**src/rtl/credit_switch_allocator.sv**
```systemverilog
// Credit-based separable input-first switch allocator with registered grants.
// Optional wormhole output locking is enabled by defining SA_PACKET_LOCK_EN.
module credit_switch_allocator #(
  parameter int PORT_NUM     = 5,
  parameter int VC_NUM       = 2,
  parameter int BUFFER_DEPTH = 4,
  localparam int PORT_SIZE = $clog2(PORT_NUM),
  localparam int VC_SIZE   = $clog2(VC_NUM),
  localparam int CNT_W     = $clog2(BUFFER_DEPTH + 1)
) (
  input  logic clk,
  input  logic rst,
  input  logic [PORT_NUM-1:0][VC_NUM-1:0] switch_request_i,
  input  logic [PORT_NUM-1:0][VC_NUM-1:0][PORT_SIZE-1:0] out_port_i,
  input  logic [PORT_NUM-1:0][VC_NUM-1:0][VC_SIZE-1:0] downstream_vc_i,
  input  logic [PORT_NUM-1:0][VC_NUM-1:0] is_tail_i,
  input  logic [PORT_NUM-1:0][VC_NUM-1:0] credit_i,
  output logic [PORT_NUM-1:0] valid_sel_o,
  output logic [PORT_NUM-1:0][VC_SIZE-1:0] in_vc_sel_o,
  output logic [PORT_NUM-1:0][PORT_SIZE-1:0] xbar_sel_o,
  output logic [PORT_NUM-1:0][VC_SIZE-1:0] out_vc_o,
  output logic [PORT_NUM-1:0] valid_flit_o,
  output logic credit_err_o
);
  localparam logic [CNT_W-1:0] FULL = CNT_W'(BUFFER_DEPTH);

  logic [CNT_W-1:0] cnt [PORT_NUM][VC_NUM];
  logic [VC_SIZE-1:0] in_ptr [PORT_NUM];
  logic [VC_SIZE-1:0] in_ptr_nxt [PORT_NUM];
  logic [PORT_SIZE-1:0] out_ptr [PORT_NUM];
  logic [PORT_SIZE-1:0] out_ptr_nxt [PORT_NUM];
  logic [PORT_NUM-1:0][VC_NUM-1:0] elig;
  logic [PORT_NUM-1:0] cand_vld;
  logic [VC_SIZE-1:0] cand_vc [PORT_NUM];
  logic [PORT_SIZE-1:0] cand_port [PORT_NUM];
  logic [PORT_NUM-1:0] gnt;
  logic [PORT_SIZE-1:0] gnt_in [PORT_NUM];
  logic [VC_SIZE-1:0] gnt_dvc [PORT_NUM];
  logic [PORT_NUM-1:0] win;
  logic [PORT_NUM-1:0][VC_NUM-1:0] dec;
`ifdef SA_PACKET_LOCK_EN
  logic [PORT_NUM-1:0] lock_vld;
  logic [PORT_SIZE-1:0] lock_in [PORT_NUM];
  logic [VC_SIZE-1:0] lock_vc [PORT_NUM];
`else
  logic unused_tail;
  assign unused_tail = ^is_tail_i;
`endif

  always_comb begin
    for (int i = 0; i < PORT_NUM; i++) begin
      for (int v = 0; v < VC_NUM; v++) begin
        elig[i][v] = 1'b0;
        if (switch_request_i[i][v] &&
            int'(out_port_i[i][v]) < PORT_NUM)
          elig[i][v] =
            cnt[out_port_i[i][v]][downstream_vc_i[i][v]] != '0;
      end
    end
  end

  // Stage 1: one candidate VC per input; a held lock overrides round-robin
  always_comb begin
    logic found;
    int s;
    logic [VC_SIZE-1:0] vi;
    found = 1'b0;
    s = 0;
    vi = '0;
    for (int i = 0; i < PORT_NUM; i++) begin
      found = 1'b0;
      cand_vc[i] = '0;
`ifdef SA_PACKET_LOCK_EN
      for (int o = 0; o < PORT_NUM; o++)
        if (lock_vld[o] && lock_in[o] == PORT_SIZE'(o * 0 + i) &&
            elig[i][lock_vc[o]] &&
            out_port_i[i][lock_vc[o]] == PORT_SIZE'(o)) begin
          found = 1'b1;
          cand_vc[i] = lock_vc[o];
        end
`endif
      for (int k = 0; k < VC_NUM; k++) begin
        s = int'(in_ptr[i]) + k;
        if (s >= VC_NUM) s = s - VC_NUM;
        vi = VC_SIZE'(s);
        if (!found && elig[i][vi]) begin
          found = 1'b1;
          cand_vc[i] = vi;
        end
      end
      cand_vld[i] = found;
      cand_port[i] = out_port_i[i][cand_vc[i]];
      s = int'(cand_vc[i]) + 1;
      if (s >= VC_NUM) s = 0;
      in_ptr_nxt[i] = VC_SIZE'(s);
    end
  end

  // Stage 2: one winning input per output
  always_comb begin
    logic ok;
    int s;
    logic [PORT_SIZE-1:0] pi;
    ok = 1'b0;
    s = 0;
    pi = '0;
    win = '0;
    dec = '0;
    for (int o = 0; o < PORT_NUM; o++) begin
      gnt[o] = 1'b0;
      gnt_in[o] = '0;
      for (int k = 0; k < PORT_NUM; k++) begin
        s = int'(out_ptr[o]) + k;
        if (s >= PORT_NUM) s = s - PORT_NUM;
        pi = PORT_SIZE'(s);
        ok = cand_vld[pi] && cand_port[pi] == PORT_SIZE'(o);
`ifdef SA_PACKET_LOCK_EN
        if (lock_vld[o])
          ok = ok && lock_in[o] == pi && cand_vc[pi] == lock_vc[o];
`endif
        if (!gnt[o] && ok) begin
          gnt[o] = 1'b1;
          gnt_in[o] = pi;
        end
      end
      gnt_dvc[o] = downstream_vc_i[gnt_in[o]][cand_vc[gnt_in[o]]];
      s = int'(gnt_in[o]) + 1;
      if (s >= PORT_NUM) s = 0;
      out_ptr_nxt[o] = PORT_SIZE'(s);
      if (gnt[o]) begin
        win[gnt_in[o]] = 1'b1;
        dec[o][gnt_dvc[o]] = 1'b1;
      end
    end
  end

  always_ff @(posedge clk or posedge rst) begin
    if (rst) begin
      valid_sel_o <= '0;
      in_vc_sel_o <= '0;
      xbar_sel_o <= '0;
      out_vc_o <= '0;
      valid_flit_o <= '0;
      credit_err_o <= 1'b0;
      for (int i = 0; i < PORT_NUM; i++) begin
        in_ptr[i] <= '0;
        out_ptr[i] <= '0;
        for (int v = 0; v < VC_NUM; v++) cnt[i][v] <= FULL;
      end
    end else begin
      valid_sel_o <= win;
      valid_flit_o <= gnt;
      for (int i = 0; i < PORT_NUM; i++) begin
        in_vc_sel_o[i] <= win[i] ? cand_vc[i] : '0;
        if (win[i]) in_ptr[i] <= in_ptr_nxt[i];
      end
      for (int o = 0; o < PORT_NUM; o++) begin
        xbar_sel_o[o] <= gnt[o] ? gnt_in[o] : '0;
        out_vc_o[o] <= gnt[o] ? gnt_dvc[o] : '0;
        if (gnt[o]) out_ptr[o] <= out_ptr_nxt[o];
        for (int v = 0; v < VC_NUM; v++) begin
          if (dec[o][v] && !credit_i[o][v])
            cnt[o][v] <= cnt[o][v] - CNT_W'(1);
          else if (credit_i[o][v] && !dec[o][v]) begin
            if (cnt[o][v] == FULL) credit_err_o <= 1'b1;
            else cnt[o][v] <= cnt[o][v] + CNT_W'(1);
          end
        end
      end
    end
  end

`ifdef SA_PACKET_LOCK_EN
  always_ff @(posedge clk or posedge rst) begin
    if (rst) begin
      lock_vld <= '0;
      for (int o = 0; o < PORT_NUM; o++) begin
        lock_in[o] <= '0;
        lock_vc[o] <= '0;
      end
    end else begin
      for (int o = 0; o < PORT_NUM; o++)
        if (gnt[o]) begin
          lock_vld[o] <= !is_tail_i[gnt_in[o]][cand_vc[gnt_in[o]]];
          lock_in[o] <= gnt_in[o];
          lock_vc[o] <= cand_vc[gnt_in[o]];
        end
    end
  end
`endif
endmodule

```
**config.mk**
```make
export PLATFORM = sky130hd
export DESIGN_NAME = credit_switch_allocator
export DESIGN_NICKNAME = d
export VERILOG_FILES = /design/src/rtl/credit_switch_allocator.sv
export SDC_FILE = /design/constraint.sdc
export NUM_CORES = 1
export LEC_CHECK = 0
export ABC_AREA = 1
export CAP_MARGIN = 20
export CORE_MARGIN = 1
export CORE_UTILIZATION = 40
export DETAILED_ROUTE_END_ITERATION = 12
export GPL_TIMING_DRIVEN = 0
export PLACE_DENSITY_LB_ADDON = 0.12
export SLEW_MARGIN = 20
export SYNTH_ARGS = -nofsm -noshare
export SYNTH_HDL_FRONTEND = slang
export SYNTH_SLANG_ARGS = --single-unit
```
**constraint.sdc**
```tcl
create_clock -name clk -period 4.5 [get_ports clk]
set_input_delay 1.125 -clock clk [delete_from_list [all_inputs] [get_ports clk]]
set_output_delay 1.125 -clock clk [all_outputs]
set_load 0.03 [all_outputs]
```
==> metrics.cfg <==
[status]
status=complete, but fails checks
violations=DRC, setup timing

[detailed_routing]
drc=6
vias=15257
routed_wl_um=50700
dr.first_iter.drc_count=1336
dr.pass1.iters=9
ant_nets=0
vias_per_cell=5.50
wl_per_cell_um=18.3

[setup_path]
path_max_fanout=6
reg2reg_from=cnt[1]$_DFFE_PP0P_
cp.required_ns=4.74
endpoint_kind=flip-flop
max_stage_delay_ns=0.57
ff2ff_setup_slack_ns=-0.54
cp-startpoint=out_port_i[3]
slowest_stage=or4_1
startpoint_type=input port
cp.arrival_ns=5.34
critPathKind=input port to flip-flop
cpMostUsedCell=nand2_4

[floorplan]
die_w_um=180
initial_utilization=0.411
core-area_um2=30800
die-area_um2=32400
ios=108
die_h_um=180
rows=64

[yosys]
syn-num-nets=2203
asyncSetResetFlopFracSynth=1.00
synth_edf_count=0
synthDistinctLibCells=58
ys_top_cells_by_area=nand2_1 (16%), dfrtp_1 (15%), nand3_1 (9.7%)
syn-mean-instance-area_um2=6.18
ys_seq_elements=86
yosysTopAreaCellShare=0.157
yosysWarnings=0
synth_top_area_cell=nand2_1
ys.flop_type=dfrtp_1
netlist_instances=2047
synthesis.area_um2=12700
ys_seq_area_frac=0.171

[global_routing]
grt_remaining_overflow=0
grt_pass1_vias=14524
grt_pass1_wl_um=78300
grt_max_degree=60
track_usage=0.307
antenna_found_initial=1

[sta]
layout_min_cycle_time_ns=5.10
timing.final.ws_setup_ns=-0.602
min_period_over_period=1.13
rsz0062_at_grt=true
whs_ns=0.488
slew-limit-headroom=0.148
hold_viol=0
maxSlewViolCount=0
fmax_mhz=196
fin_worst_skew_ns=0.00992
setup_viol=29
worstMarginPinSlew_ns=1.26

[clock_tree]
worstSkewPairLatency_ns=0.37
cts_buffer_depth=2
cts-root-buf=clkbuf_16
cts_tree=yes
htreeDepth=3
cts_buffers=9
cts.clk_slew.worst_paths_ns=0.07
cts_sinks=86

[placement]
place_congestion=0.951
post-dp-hpwl_um=36600
numPortBuffers=97

[flow_run]
drv_cap=0

[layout]
fill_cells=2911
synthToLayoutAreaGrowth_pct=44.7
drive_above_1_share=0.354
antenna_cells=0
fin_nets=2530

[min_path]
hp-start=cnt[9]$_DFFE_PP0P_
hold_class=flip-flop to flip-flop

metrics by stage:
| step | setup WS, ns | TNS, ns | std cells | instance area, µm² | util |
|---|---|---|---|---|---|
| 3_3_place_gp | -1.93 | -110.89 | 2540 | 14500 | 0.470 |
| 5_1_grt | -0.816 | -14.56 | 2775 | 18300 | 0.594 |
| 6_report | -0.602 | -8.21 | 2775 | 18300 | 0.594 |
| 2_1_floorplan | -0.144 | -1.19 | 2047 | 13000 | - |
| 3_5_place_dp | -1.91 | -71.94 | 2541 | 14500 | 0.471 |
| 4_1_cts | -0.376 | -3.96 | 2738 | 17600 | 0.571 |
state kept, by name, summed over array words and instances, names as in the netlist:
register,flops
valid_flit_o,5
in_ptr,5
xbar_sel_o,15
in_vc_sel_o,5
credit_err_o,1
valid_sel_o,5
cnt,30
out_ptr,15
out_vc_o,5
routing by layer:
metal	routed length, µm	share of wire	track usage
met5	0	0	0
met4	2180	0.043	0.143
met3	3400	0.067	0.0423
met2	23400	0.46	0.503
met1	21700	0.43	0.398
what timing repair did:
item / CTS / global route
pin swaps: 180 / 112
setup buffers: 177 / 36
resized for setup: 529 / 116
cloned: 5 / 1
hold buffers: 0 / 0
setup endpoints to repair: 66 / 40
synthesized netlist by cell type (11+ instances only):
library cell,instances
a21oi_1,74
a31oi_1,12
dfrtp_1,76
fa_1,15
ha_1,69
inv_1,273
inv_2,44
nand2_1,528
nand2_2,51
nand2_4,26
nand3_1,245
nand3_2,21
nand4_1,49
nor2_1,176
nor2_2,32
nor2_4,13
nor3_1,11
o211ai_1,19
o21ai_0,114
o21ai_1,15
or2_2,12
xor2_1,46
area by class of cell:
| type | count | area, µm² | area share |
|---|---|---|---|
| Multi-Input combinational cell | 1616 | 11000 | 0.603 |
| Timing Repair Buffer | 313 | 2740 | 0.149 |
| Sequential cell | 86 | 2170 | 0.118 |
| Inverter | 324 | 1340 | 0.0733 |
| Tap cell | 396 | 495 | 0.0270 |
| Buffer | 23 | 226 | 0.0124 |
| Clock buffer | 9 | 225 | 0.0123 |
| Clock inverter | 7 | 80.1 | 0.00437 |
| Timing Repair inverter | 1 | 5.00 | 0.000273 |
layout by cell type, fill, tap and decap left out, types with 31 or more instances in the layout:
master	instances
nand2_4	69
dfrtp_1	74
nand4_1	49
o21ai_0	89
xor2_1	36
nor2_4	42
buf_4	200
inv_2	56
inv_1	228
ha_1	56
nand2_1	439
nor2_1	142
nand2_2	86
a21oi_1	48
clkdlybuf4s50_1	52
nand3_1	189
nand3_2	63
nor2_2	38
o21ai_1	31
critical path: cells and delay by family:
kind                       cells  cell delay [ns]
AOI/OAI and AO/OA              3             0.52
adders and majority gates      1             0.16
buffers and inverters          6             0.60
and+or+nand+nor               22             2.92
path summary, 6_finish.rpt:
kind,to,cells past startpoint
hold reg to reg,cnt[9]$_DFFE_PP0P_,1
setup / recovery,credit_err_o$_DFF_PP0_,32
hold / removal,cnt[9]$_DFFE_PP0P_,1
min in group asynchronous,cnt[15]$_DFFE_PP0P_,2
max in group asynchronous,cnt[26]$_DFFE_PP1P_,3
setup reg to reg,credit_err_o$_DFF_PP0_,32
cells by family after synthesis:
group,share of synthesized area
adder cells (fa/ha/maj),0.0919
AO/OA/AOI/OAI,0.126
flip-flops,0.171
AND/OR/NAND/NOR,0.466
XOR/XNOR,0.0358
buffers and inverters,0.110
Power is left out: the tool's default activity adds up to more than one toggle a clock period on the data nets, which glitch-free logic cannot reach.
